[src/rtl/m6809_reset_ctrl.sv]
// Reset/halt sequencer for the 6809 core: POR, debounced button, optional watchdog.
// Define M6809_RSTCTL_WDOG_EN to build the watchdog.
module m6809_reset_ctrl #(
    parameter int STRETCH_CYCLES  = 16,
    parameter int DEBOUNCE_CYCLES = 4,
    parameter int WDOG_TIMEOUT    = 1024
) (
    input  logic       clk,
    input  logic       reset,
    input  logic       ext_reset_req,
    input  logic       halt_req,
    input  logic       ba,
    input  logic       bs,
    input  logic       wdog_kick,
    output logic       reset_b,
    output logic       halt_b,
    output logic       halt_ack,
    output logic [1:0] rst_cause
);

    localparam int SW = $clog2(STRETCH_CYCLES);
    localparam int DW = $clog2(DEBOUNCE_CYCLES + 1);

    typedef enum logic [1:0] {
        RST_HOLD,
        RUN,
        HALT_WAIT,
        HALTED
    } state_t;

    state_t          state;
    logic [SW-1:0]   stretch;
    logic            ext_s1;
    logic            ext_s2;
    logic [DW-1:0]   deb_cnt;
    logic            ext_det;
    logic            wdog_exp;

    always_ff @(posedge clk) begin
        if (reset) begin
            ext_s1  <= 1'b0;
            ext_s2  <= 1'b0;
            deb_cnt <= '0;
        end else begin
            ext_s1 <= ext_reset_req;
            ext_s2 <= ext_s1;
            if (!ext_s2)
                deb_cnt <= '0;
            else if (deb_cnt != DW'(DEBOUNCE_CYCLES))
                deb_cnt <= deb_cnt + 1'b1;
        end
    end

    // Fires on the edge the count reaches the threshold, held while saturated.
    assign ext_det = ext_s2 && (deb_cnt >= DW'(DEBOUNCE_CYCLES - 1));

`ifdef M6809_RSTCTL_WDOG_EN
    localparam int WW = $clog2(WDOG_TIMEOUT);

    logic [WW-1:0] wdog_cnt;
    logic          wdog_live;

    assign wdog_live = (state == RUN) || (state == HALT_WAIT);

    always_ff @(posedge clk) begin
        if (reset || state == RST_HOLD || wdog_kick)
            wdog_cnt <= '0;
        else if (wdog_live && wdog_cnt != WW'(WDOG_TIMEOUT - 1))
            wdog_cnt <= wdog_cnt + 1'b1;
    end

    assign wdog_exp = wdog_live && !wdog_kick &&
                      (wdog_cnt == WW'(WDOG_TIMEOUT - 1));
`else
    localparam int WDOG_UNUSED = WDOG_TIMEOUT;
    logic wdog_kick_unused;

    assign wdog_kick_unused = wdog_kick;
    assign wdog_exp         = 1'b0;
`endif

    always_ff @(posedge clk) begin
        if (reset) begin
            state     <= RST_HOLD;
            stretch   <= SW'(STRETCH_CYCLES - 1);
            reset_b   <= 1'b0;
            halt_b    <= 1'b1;
            halt_ack  <= 1'b0;
            rst_cause <= 2'b00;
        end else if (ext_det || wdog_exp) begin
            state     <= RST_HOLD;
            stretch   <= SW'(STRETCH_CYCLES - 1);
            reset_b   <= 1'b0;
            halt_b    <= 1'b1;
            halt_ack  <= 1'b0;
            rst_cause <= ext_det ? 2'b01 : 2'b10;
        end else begin
            unique case (state)
                RST_HOLD: begin
                    if (stretch == '0) begin
                        state   <= RUN;
                        reset_b <= 1'b1;
                    end else begin
                        stretch <= stretch - 1'b1;
                    end
                end
                RUN: begin
                    if (halt_req) begin
                        state  <= HALT_WAIT;
                        halt_b <= 1'b0;
                    end
                end
                // A withdrawn request beats a late acknowledge.
                HALT_WAIT: begin
                    if (!halt_req) begin
                        state  <= RUN;
                        halt_b <= 1'b1;
                    end else if (ba && bs) begin
                        state    <= HALTED;
                        halt_ack <= 1'b1;
                    end
                end
                HALTED: begin
                    if (!halt_req) begin
                        state    <= RUN;
                        halt_b   <= 1'b1;
                        halt_ack <= 1'b0;
                    end
                end
            endcase
        end
    end

endmodule

[config.mk]
export PLATFORM = sky130hd
export DESIGN_NAME = m6809_reset_ctrl
export DESIGN_NICKNAME = d
export VERILOG_FILES = /design/src/rtl/m6809_reset_ctrl.sv
export SDC_FILE = /design/constraint.sdc
export NUM_CORES = 1
export LEC_CHECK = 0
export ABC_AREA = 1
export CORE_MARGIN = 3
export CORE_UTILIZATION = 51
export CTS_CLUSTER_SIZE = 40
export DETAILED_ROUTE_END_ITERATION = 7
export PLACE_DENSITY = 0.76
export REMOVE_ABC_BUFFERS = 1
export SYNTH_ARGS = -nofsm -noshare
export SYNTH_HDL_FRONTEND = slang
export SYNTH_SLANG_ARGS = --single-unit
export TNS_END_PERCENT = 1
[constraint.sdc]
create_clock -name clk -period 1.45 [get_ports clk]
set_input_delay 0.145 -clock clk [delete_from_list [all_inputs] [get_ports clk]]
set_output_delay 0.145 -clock clk [all_outputs]
set_load 0.005 [all_outputs]
=== After elaboration in Yosys (flattened, before gate mapping) ===
Cells that the tools add are included.

* Register bits after elaboration: 15
* Word-level logic and storage cells: 52
* Output and inout port bits: 5
* Input bits: 7

* Bitwise logic cells: 2
* $add $sub $neg: 2
* Multiplexer cells: 13
* Reduce and logical (&&, ||, !) cells: 14
* Equal/unequal tests: 11
* $lt $le $gt $ge: 1

{| class="wikitable"
|+ Operators by type and width
! cell !! count
|-
| 2-bit != test (second input constant) || 6
|-
| 2-bit 2-to-1 mux || 5
|-
| 2-bit case mux with 4 select lines || 1
|-
| 4-bit AND reduction || 2
|-
| 3-bit != test (second input constant) || 2
|-
| 2-bit OR reduction || 3
|-
| 1-bit 2-to-1 mux || 5
|-
| 2-bit == test (second input constant) || 2
|-
| 4-bit zero test || 1
|-
| 1-bit case mux with 2 select lines || 2
|-
| 2-bit AND reduction || 2
|-
| 2-bit nonzero test || 2
|-
| 4-bit by 1-bit subtractor with 4-bit output (second input constant) || 1
|-
| 3-bit by 1-bit adder with 3-bit output (second input constant) || 1
|-
| 3-bit by 2-bit >= comparator with 1-bit output (second input constant) || 1
|-
| 3-bit AND reduction || 1
|-
| 2-bit by 1-bit == test with 1-bit output (second input constant) || 1
|-
| 1-bit logical AND || 2
|-
| 2-bit zero test || 1
|-
| 1-bit inverter || 2
|}

=== Longest topological paths before layout ===
* Depth after elaboration: 4
* Gate-level depth with buffers: 9
* Gate-level depth less buffers: 9

=== Worst setup path after synthesis ===
Ideal clock, no wire load.

* Path type: reg2reg
* From: register deb_cnt[0]
* To: register stretch[1]
* Data required time: 1322 ps
* Setup time: 128 ps
* Stages on the path, launching flop included: 7
* Period minus slack after synthesis: 1251 ps
* Path buffers: 0
* Path slack: 199 ps
* Arrival time: 1123 ps
* Path through: dfxtp_1 -> ha_1 -> ha_1 -> nor2_2 -> o21ai_2 -> a21oi_4 -> nand3_1

* Word-level cells in the longest chain between the ends: 3

{| class="wikitable"
|+ Ends and longest elaborated chain
! element !! RTL line !! source
|-
| from (decl) || 35 || <nowiki>logic [DW-1:0] deb_cnt;</nowiki>
|-
| from (signal assigned) || 50 || <nowiki>deb_cnt <= deb_cnt + 1'b1;</nowiki>
|-
| 3-bit by 2-bit >= comparator with 1-bit output || 55 || <nowiki>assign ext_det = ext_s2 && (deb_cnt >= DW'(DEBOUNCE_CYCLES - 1));</nowiki>
|-
| 1-bit logical AND || 55 ||
|-
| 2-bit OR reduction (no source line) || - ||
|-
| to (signal assigned) || 85 || <nowiki>stretch <= SW'(STRETCH_CYCLES - 1);</nowiki>
|-
| to (signal assigned) || 92 || <nowiki>stretch <= SW'(STRETCH_CYCLES - 1);</nowiki>
|-
| to (signal assigned) || 104 || <nowiki>stretch <= stretch - 1'b1;</nowiki>
|-
| to (decl) || 32 || <nowiki>logic [SW-1:0] stretch;</nowiki>
|}

No other way between the ends.
A chain may end at the register's enable or synchronous reset.

=== Worst setup path in the final report ===
* From: register deb_cnt[2]
* To: register state[1]

* Word-level cells in the longest chain between the ends: 3

{| class="wikitable"
|+ Ends and longest elaborated chain
! element !! RTL line !! source
|-
| 3-bit by 2-bit >= comparator with 1-bit output || 55 ||
|-
| 1-bit logical AND || 55 ||
|-
| 2-bit OR reduction (no source line) || - ||
|-
| to (signal assigned) || 84 || <nowiki>state <= RST_HOLD;</nowiki>
|-
| to (signal assigned) || 91 || <nowiki>state <= RST_HOLD;</nowiki>
|-
| to (signal assigned) || 101 || <nowiki>state <= RUN;</nowiki>
|-
| to (decl) || 31 || <nowiki>state_t state;</nowiki>
|}

No other way between the ends.

==> summary.md <==
| Metric | Value |
|---|---|
| Cell variety after synth | 19 |
| Endpoints failing hold | 0 |
| Gr ovfl total | 0 |
| Synth warnings | 0 |
| Initial DRC Count | 15 |
| Layout cells sized above 1 | 0.134 |
| CP cell instances | inv_1 -> ha_4 -> nor2_4 -> o21ai_4 -> a21oi_4 -> nand2_1 -> nor2_1 |
| Global-route wire length before repair | about 2300 µm |
| Clock-pin slew on the worst setup and hold paths | ~0.08 ns |
| Vias after detailed routing | between 600 and 700 |
| Std-Cell Rows | 13 |
| CP Launch Type | flip-flop |
| Register area share after synthesis | 0.378 |
| # IOs | 12 |
| Worst EP required | about 1.7 ns |
| Die ar. | between 2000 and 2500 µm² |
| Synth Register Bits | 15 |
| Max stage delay on crit path | slightly above 0.4 ns |
| Outcome | finished clean |
| Worst path arrival time | roughly 1.6 ns |
| Placed cell area | between 800 and 900 µm² |
| Commonest non-fill, non-tap cells in the layout | nand2_1, inv_1, nor2_1, dfxtp_1, nand3_1 |
| Final Max Tran Viols | 0 |
| Gate count of the mapped netlist | about 110 |
| Diode count | 0 |
| Max frequency | between 0.7 and 0.8 GHz |
| Min-delay worst type | primary input to flip-flop |
| Htree depth | 1 |
| Power, Total | ~1.4 mW |
| Final setup viols | 0 |
| Yosys top cell area share | 0.378 |
| Crit path kind | flip-flop to flip-flop |
| MaxCap Viol Count | 0 |
| Clk_lat worst skew | 0.28 ns |
| CTS tree | yes |
| Routed Antenna Nets | 0 |
| Total Wirelength | ~1500 µm |
| Vias in the first global route | 599 |
| Clk sinks | 15 |
| Largest net degree at the start of global routing | 10 |
| Post-synth top area cell | dfxtp_1 |
| Final min period | 1.36 ns |
| Placed cell count | between 100 and 150 |
| Total CTS buffers | 3 |
| Fin nets | 136 |
| DRT Pass-1 Iters | 4 |
| Critical path's slowest cell | dfxtp_1 |
| Antenna violations before repair | 0 |
| PortBufs | 9 |
| Total GRT Usage | 0.153 |
| CTS Buffer Depth | 2 |
| Die W | around 45 µm |
| Mean post-synth cell area | roughly 7.5 µm² |
| Initial core utilization | 0.575 |
| Max Clock Skew | approximately 0.0042 ns |
| Via-per-instance ratio | about 5 |
| Final Non-Filler Cells | 134 |
| Die H | ~45 µm |
| Fin area | a little under 1000 µm² |
| Root Driver | clkbuf_4 |
| DRC errors left | 0 |
| Layout area overhead | 22.4% |
| Wire length per cell | approximately 11 µm |
| Power Dens Cells | 1450 nW/µm² |
| Worst-path maximum fanout | 5 |
| Worst vdd ir | around 1.2 mV |
| Main area contributors after synthesis | dfxtp_1, ha_1, nand2_1 |
| Synthesized area | 795 µm² |
| Most common cell after layout, fill and taps aside | nand2_1 |
| Core area | 1380 µm² |
| Leak | between 0.4 and 0.5 nW |
| CP endpoint kind | flip-flop |
| Final Cycle Share | 0.938 |
| GP Congestion | 0.779 |
| DP HPWL | roughly 1000 µm |
## Yosys cell counts, drive strengths merged
master / n
a211oi: 1
a21oi: 7
buf: 1
conb: 1
dfxtp: 15
ha: 9
inv: 18
nand2: 20
nand3: 10
nand4: 1
nor2: 14
o21a: 2
o21ai: 6
or2: 1
## metrics by stage
step	hold slack (ns)	utilization	setup TNS, ns	worst slack, ns
finish	0.380	0.703	0	0.0896
global route	0.378	0.703	-0.0152	-0.0152
CTS	0.374	0.667	0	0.00392
detailed placement	0.393	0.648	0	0.0344
global placement	0.390	0.648	0	0.0785
floorplan	0.216	-	0	0.199
## area by class of cell
type                    instances  area [µm²]
clock buffers                   4        26.3
inverters                      18        67.6
multi-input cells              73         465
repair buffers                  9        90.1
well taps                      15        18.8
fillers                       118         410
flip-flops and latches         15         304
## sequential cells by signal (all words and copies together), names as in the netlist
signal and count:
ext_s2 1, rst_cause 1, state 2, ext_s1 1
halt_b 1, halt_ack 1, reset_b 1, stretch 4
deb_cnt 3
## path summary, 6_finish.rpt
kind / from / endpoint / slack (ns) / cells past startpoint
worst max-delay path: deb_cnt[2] / state[1] / 0.09 / 7
worst min-delay path: ext_reset_req / ext_s1 / 0.38 / 3
worst max register to register: deb_cnt[2] / state[1] / 0.09 / 7
worst min register to register: ext_s1 / ext_s2 / 0.40 / 2
## worst max-delay path, delay by kind of cell, from the launching register on
family,cells,cell delay [ns]
AOI/OAI and AO/OA,2,0.32
adders and majority gates,1,0.17
and+or+nand+nor,3,0.30
buffers and inverters,1,0.09
DFF,1,0.41
## report_power, final
part           total (mW)  switching [mW]  internal (mW)  leakage (nW)
sequential          0.565          0.0595          0.506         0.124
clock               0.226           0.119          0.107        0.0150
combinational       0.618           0.353          0.265         0.314
total                1.41           0.532          0.878         0.453
## repair_timing
action,in CTS,in global routing
endpoints found under the setup margin,0,9
buffers inserted,0,0
hold buffers,0,0
resized for setup,0,9
## per-layer routing
metal | GRT usage | routed length (µm)
met1 | 0.184 | 705
met2 | 0.245 | 719
met3 | 0.0593 | 73
met4 | 0.0526 | 10
met5 | 0 | 0
## logic make-up (layout without fill, tap and decap cells)
logic type | Yosys count | in the layout | share of synthesized area
and+or+nand+nor | 46 | 46 | 0.252
AOI/OAI and AO/OA | 16 | 17 | 0.129
buffers and inverters | 19 | 31 | 0.0945
other | 1 | 1 | 0.00472
adders and majority gates | 9 | 9 | 0.142
DFF | 15 | 15 | 0.378
No activity file was read; power rests on OpenSTA's default activity.
